File: src/rtl/lsu_pkg.sv
// Shared types and helpers for the load/store unit.
// Holds the access-size and FSM encodings plus beat-count arithmetic.
package lsu_pkg;

    typedef enum logic [1:0] {
        SZ_B = 2'd0,
        SZ_H = 2'd1,
        SZ_W = 2'd2
    } size_e;

    typedef enum logic [1:0] {
        ST_IDLE   = 2'd0,
        ST_ACCESS = 2'd1,
        ST_RESP   = 2'd2
    } state_e;

    typedef struct packed {
        logic        store;
        logic [1:0]  size;
        logic        uns;
        logic [31:0] wdata;
    } req_t;

    // Number of memory beats needed to move 2^size bytes over a bus_bytes-wide path.
    function automatic int unsigned lsu_nbeats(input logic [1:0] size, input int unsigned bus_bytes);
        int unsigned nbytes;
        nbytes = 32'd1 << size;
        return (nbytes > bus_bytes) ? nbytes / bus_bytes : 32'd1;
    endfunction

endpackage

File: src/rtl/lsu_extend.sv
// Sign/zero extension of assembled load data to 32 bits.
module lsu_extend
    import lsu_pkg::*;
(
    input  logic [1:0]  size,
    input  logic        uns,
    input  logic [31:0] data,
    output logic [31:0] ext
);

    always_comb begin
        ext = data;
        case (size_e'(size))
            SZ_B:    ext = {{24{~uns & data[7]}}, data[7:0]};
            SZ_H:    ext = {{16{~uns & data[15]}}, data[15:0]};
            default: ext = data;
        endcase
    end

endmodule

File: src/rtl/lsu.sv
// Load/store unit: splits a byte/half/word access into bus-width beats,
// assembles load data little-endian and returns one response per request.
module lsu
    import lsu_pkg::*;
#(
    parameter int BUS_BYTES  = 1,
    parameter int ADDR_WIDTH = 32
) (
    input  logic                    i_clk,
    input  logic                    i_rst,
    input  logic                    i_req_valid,
    output logic                    o_req_ready,
    input  logic                    i_req_store,
    input  logic [1:0]              i_req_size,
    input  logic                    i_req_unsigned,
    input  logic [ADDR_WIDTH-1:0]   i_req_addr,
    input  logic [31:0]             i_req_wdata,
    output logic                    o_resp_valid,
    input  logic                    i_resp_ready,
    output logic [31:0]             o_resp_rdata,
    output logic                    o_resp_err,
    output logic                    o_mem_valid,
    input  logic                    i_mem_ready,
    output logic [ADDR_WIDTH-1:0]   o_mem_addr,
    output logic                    o_mem_write,
    output logic [BUS_BYTES-1:0]    o_mem_be,
    output logic [8*BUS_BYTES-1:0]  o_mem_wdata,
    input  logic [8*BUS_BYTES-1:0]  i_mem_data
);

    localparam int LANE_SH = $clog2(BUS_BYTES);

    state_e                  state, state_nxt;
    req_t                    req_q;
    logic [ADDR_WIDTH-1:0]   addr_q;
    logic [1:0]              beat_q;
    logic [31:0]             asm_q, asm_nxt;
    logic [31:0]             rdata_q;
    logic [31:0]             ext_data;
    logic                    err_q;
    logic                    illegal;
    logic                    last_beat;
    logic [1:0]              byte_base;
    logic [2:0]              nbytes;
    logic [BUS_BYTES-1:0]    be;
    logic [8*BUS_BYTES-1:0]  wlanes;

    always_comb begin
        case (i_req_size)
            2'd0:    illegal = 1'b0;
            2'd1:    illegal = i_req_addr[0];
            2'd2:    illegal = |i_req_addr[1:0];
            default: illegal = 1'b1;
        endcase
    end

    // Byte offset of the current beat within the request; never exceeds 3.
    assign byte_base = 2'(beat_q << LANE_SH);
    assign nbytes    = 3'd1 << req_q.size;
    assign last_beat = ((32'(beat_q) + 32'd1) == lsu_nbeats(req_q.size, BUS_BYTES));

    always_comb begin
        be      = '0;
        wlanes  = '0;
        asm_nxt = asm_q;
        for (int j = 0; j < BUS_BYTES; j++) begin
            if (j < int'(nbytes)) begin
                be[j]                                   = 1'b1;
                wlanes[8*j +: 8]                        = req_q.wdata[8*(int'(byte_base) + j) +: 8];
                asm_nxt[8*(int'(byte_base) + j) +: 8]   = i_mem_data[8*j +: 8];
            end
        end
        // Lanes are only driven while a beat is actually offered.
        if (state != ST_ACCESS) begin
            be     = '0;
            wlanes = '0;
        end
        if (!req_q.store) wlanes = '0;
    end

    lsu_extend u_extend (
        .size (req_q.size),
        .uns  (req_q.uns),
        .data (asm_nxt),
        .ext  (ext_data)
    );

    always_ff @(posedge i_clk) begin
        if (i_rst) state <= ST_IDLE;
        else       state <= state_nxt;
    end

    always_comb begin
        state_nxt = state;
        case (state)
            ST_IDLE:   if (i_req_valid) state_nxt = illegal ? ST_RESP : ST_ACCESS;
            ST_ACCESS: if (i_mem_ready && last_beat) state_nxt = ST_RESP;
            ST_RESP:   if (i_resp_ready) state_nxt = ST_IDLE;
            default:   state_nxt = ST_IDLE;
        endcase
    end

    always_ff @(posedge i_clk) begin
        if (i_rst) begin
            req_q   <= '0;
            addr_q  <= '0;
            beat_q  <= '0;
            asm_q   <= '0;
            rdata_q <= '0;
            err_q   <= 1'b0;
        end else begin
            case (state)
                ST_IDLE: begin
                    if (i_req_valid) begin
                        req_q   <= '{store: i_req_store, size: i_req_size,
                                     uns: i_req_unsigned, wdata: i_req_wdata};
                        addr_q  <= i_req_addr;
                        beat_q  <= '0;
                        asm_q   <= '0;
                        rdata_q <= '0;
                        err_q   <= illegal;
                    end
                end
                ST_ACCESS: begin
                    if (i_mem_ready) begin
                        beat_q <= last_beat ? 2'd0 : beat_q + 2'd1;
                        if (!req_q.store) asm_q <= asm_nxt;
                        if (last_beat) rdata_q <= req_q.store ? 32'd0 : ext_data;
                    end
                end
                default: ;
            endcase
        end
    end

    assign o_req_ready  = (state == ST_IDLE);
    assign o_mem_valid  = (state == ST_ACCESS);
    assign o_mem_write  = o_mem_valid & req_q.store;
    assign o_mem_addr   = o_mem_valid ? addr_q + ADDR_WIDTH'(byte_base) : '0;
    assign o_mem_be     = be;
    assign o_mem_wdata  = wlanes;
    assign o_resp_valid = (state == ST_RESP);
    assign o_resp_err   = o_resp_valid & err_q;
    assign o_resp_rdata = o_resp_valid ? rdata_q : 32'd0;

endmodule

File: config.mk
export PLATFORM = sky130hd
export DESIGN_NAME = lsu
export DESIGN_NICKNAME = d
export VERILOG_FILES = /design/src/rtl/lsu_pkg.sv /design/src/rtl/lsu_extend.sv /design/src/rtl/lsu.sv
export SDC_FILE = /design/constraint.sdc
export NUM_CORES = 1
export LEC_CHECK = 0
export ABC_AREA = 1
export BUFFER_PORTS_ARGS = -buffer_cell sky130_fd_sc_hd__clkbuf_2
export CAP_MARGIN = 20
export CELL_PAD_IN_SITES_DETAIL_PLACEMENT = 0
export CELL_PAD_IN_SITES_GLOBAL_PLACEMENT = 1
export CORE_MARGIN = 2
export CORE_UTILIZATION = 31
export CTS_CLUSTER_SIZE = 25
export DETAILED_ROUTE_END_ITERATION = 16
export PLACE_DENSITY = 0.78
export SETUP_SLACK_MARGIN = 0.1
export SYNTH_ARGS = -nofsm -noshare
export SYNTH_HDL_FRONTEND = slang
export SYNTH_SLANG_ARGS = --single-unit
export TNS_END_PERCENT = 50
File: constraint.sdc
create_clock -name i_clk -period 5.18 [get_ports i_clk]
set_input_delay 0.259 -clock i_clk [delete_from_list [all_inputs] [get_ports i_clk]]
set_output_delay 0.259 -clock i_clk [all_outputs]
set_load 0.01 [all_outputs]
==> summary.md <==
| Metric | Value |
|---|---|
| Status | `finished clean` |
| Synth cell types | `39` |
| Vias in the first global route | `7296` |
| Fmax | `286.9 MHz` |
| Postcts setup bufs | `0` |
| ANT nets after route | `0` |
| CP endpoint kind | `output port` |
| Global-route wire length before repair | `37.69 mm` |
| Post-synth top area cell | `dfxtp_1` |
| Initial DRC count | `455` |
| Port Buffer Count | `158` |
| CTS hold repair buffers | `0` |
| Sequential share of the synthesized area | `0.3659` |
| Initial core utilization | `0.3175` |
| Commonest non-fill, non-tap cells in the layout | `nand2_1 (293), nor2_1 (243), clkbuf_2 (158), dfxtp_1 (137), o21ai_0 (107)` |
| Remaining Overflow, GRT | `0` |
| Top_reg_cell synth | `dfxtp_1` |
| WL met1 | `around 11 mm` |
| Clk pin slew, worst setup/hold paths | `0.06 ns` |
| Crit path cell chain | `ha_1 > fa_1 > nand3_1 > nor2_1 > nand2_1 > nor2_1 > o21ai_0 > a31oi_1 > clkbuf_2` |
| Post-DP HPWL | `~17 mm` |
| DR top layer | `met4` |
| Die Footprint | `0.02544 sq mm` |
| Worst path slowest cell | `dfxtp_1` |
| Metal3 WL | `1.542 mm` |
| Max-slew headroom | `0.3398` |
| Max Clock Skew | `0.01234 ns` |
| Setup TNS Final | `0 ns` |
| Nets@finish | `1407` |
| Worst path most repeated cell | `nor2_1` |
| Crit path max-delay family | `flip-flops` |
| DRC viols | `0` |
| Vias per cell | `4.777` |
| CTS H-tree lvls | `4` |
| Worst vdd ir | `0.0001887 V` |
| CP Max Fanout | `24` |
| Initial antenna violation count | `1` |
| GPL Wtd Cong | `0.8702` |
| Worst Path Required | `4.92 ns` |
| Worst hold-check path type | `in -> reg` |
| Met2 WL | `10.28 mm` |
| Power Total | `roughly 3.1 mW` |
| Number of cells upsized or downsized after cts | `0` |
| Synth warn | `0` |
| Synth Instances | `around 1200` |
| Synthesized flop and latch total | `~140` |
| Syn Std Cell Area | `0.007496 sq mm` |
| Power per cell area | `347.4 mW/mm^2` |
| Commonest non-fill, non-tap cell in the layout | `nand2_1` |
| Lkg Pwr | `3.882 nW` |
| Clk_lat worst skew | `0.43 ns` |
| Avg Inst Size Synth | `6.289 sq um` |
| Pin count of the biggest net entering global routing | `90` |
| Post-layout min period | `~3.5 ns` |
| Root buf cell | `clkbuf_16` |
| Die H | `159.5 um` |
| Largest cells by area after synthesis | `dfxtp_1 (37%), nand2_1 (15%), nor2_1 (12%)` |
| TritonCTS clock tree | `yes` |
| Final wirelength | `about 23 mm` |
| Unrepaired setup endpoints after global routing | `no` |
| Mapped Nets | `around 1300` |
| Slowest stage delay, CP | `a little under 1 ns` |
| CTS Buffer Depth | `2` |
| WP buf/inv | `1` |
| Die width | `159.5 um` |
| Vias after detailed routing | `7887` |
| Share of cells above drive strength 1 | `0.1684` |
| Final core occ | `0.3825` |
| Final worst-path cycle share | `0.6728` |
| Slew Limit Fails | `0` |
| Post-synth ARST share | `0` |
| Final setup fails | `0` |
| Area grow syn2layout | `20.48%` |
| Core ar. | `0.02361 sq mm` |
| GRT Total Usage | `0.1824` |
| Final Hold Vio Count | `0` |
| Synth top area share | `0.3659` |
| TritonCTS buffer count | `17` |
| Worst Tran Pin Value | `0.9889 ns` |
| WP data arrival | `3.23 ns` |
| Placement row count | `56` |
| Max cap viols | `0` |
| IO Count | `159` |
| Startpoint type of the worst setup path | `flop` |
| WS Path Type | `reg -> out` |
| Routed WL per cell | `14.15 um` |
| TritonRoute pass-1 iters | `5` |
| Post-synth EDFFs | `0` |
| Worst hold slack | `0.05748 ns` |
| Num Clock Sinks | `about 140` |
| Reg2Reg Setup Slack | `1.91 ns` |
==> final timing paths <==
kind	startpoint	endpoint	depth (start not counted)
hold reg to reg	rdata_q[1]	rdata_q[1]	2
setup reg to reg	beat_q[0]	rdata_q[31]	8
setup / recovery	beat_q[0]	o_mem_addr[14]	9
hold / removal	i_req_wdata[1]	req_q[1]	3
==> metal layers <==
layer	GRT usage	vias up
met3	0.03933	26
met4	0.05165	0
met1	0.2534	3577
met5	0	-
li1	-	4038
met2	0.2843	246
==> worst min-delay path, cell delays in order <==
cell and delay (ns):
clkbuf_2 0.07, nor2_1 0.03, nor2_1 0.08
==> per-stage QoR <==
stage	instance area, sq um	cells	setup slack (ns)
2_1_floorplan	7496	1192	2.633
3_3_place_gp	8418	1617	2.080
3_5_place_dp	8418	1617	1.960
5_1_grt	9026	1649	1.512
4_1_cts	9026	1649	1.708
6_report	9031	1651	1.695
==> flip-flops by register name (all words and copies together), names as in the netlist <==
signal and cells:
beat_q 2, asm_q 32, addr_q 32, rdata_q 32
err_q 1, req_q 36, state 2
==> where the power goes <==
group | internal (mW) | switching [mW] | total, mW
Sequential | 1.16 | 0.0877 | 1.24
Clock | 0.747 | 0.518 | 1.27
Combinational | 0.184 | 0.443 | 0.627
==> synthesized netlist by cell type (2+ instances only) <==
cell type and number:
a211oi_1 5, a21oi_1 106, a21oi_4 2, a31oi_1 2
buf_1 2, buf_2 6, buf_6 10, clkbuf_1 36
clkinv_1 3, dfxtp_1 137, ha_1 8, inv_1 100
inv_2 6, inv_4 3, nand2_1 293, nand2_2 7
nand3_1 59, nand3_2 2, nand4_1 3, nor2_1 243
nor2_4 3, nor3_1 23, nor3b_1 2, o21ai_0 107
xnor2_1 6, xor2_1 5
==> cell families (layout without fill, tap and decap cells) <==
group	Yosys count	after routing	share of synthesized area
DFF	137	137	0.3659
adders and majority gates	9	9	0.01602
buffers and inverters	168	306	0.09681
xor gates and xnor gates	11	11	0.01285
and+or+nand+nor	640	640	0.3492
AOI/OAI and AO/OA	227	227	0.1592
other	0	2	0
==> layout make-up <==
class	instances	area, sq um
flip-flops and latches	137	2743
clock buffers	19	452.9
inverters	112	427.9
repair buffers	162	820.8
fillers	2642	14580
clock inverters	13	155.1
diodes	2	5.005
well taps	319	399.1
multi-input cells	887	4028
Power figures use the tool's default switching activity.
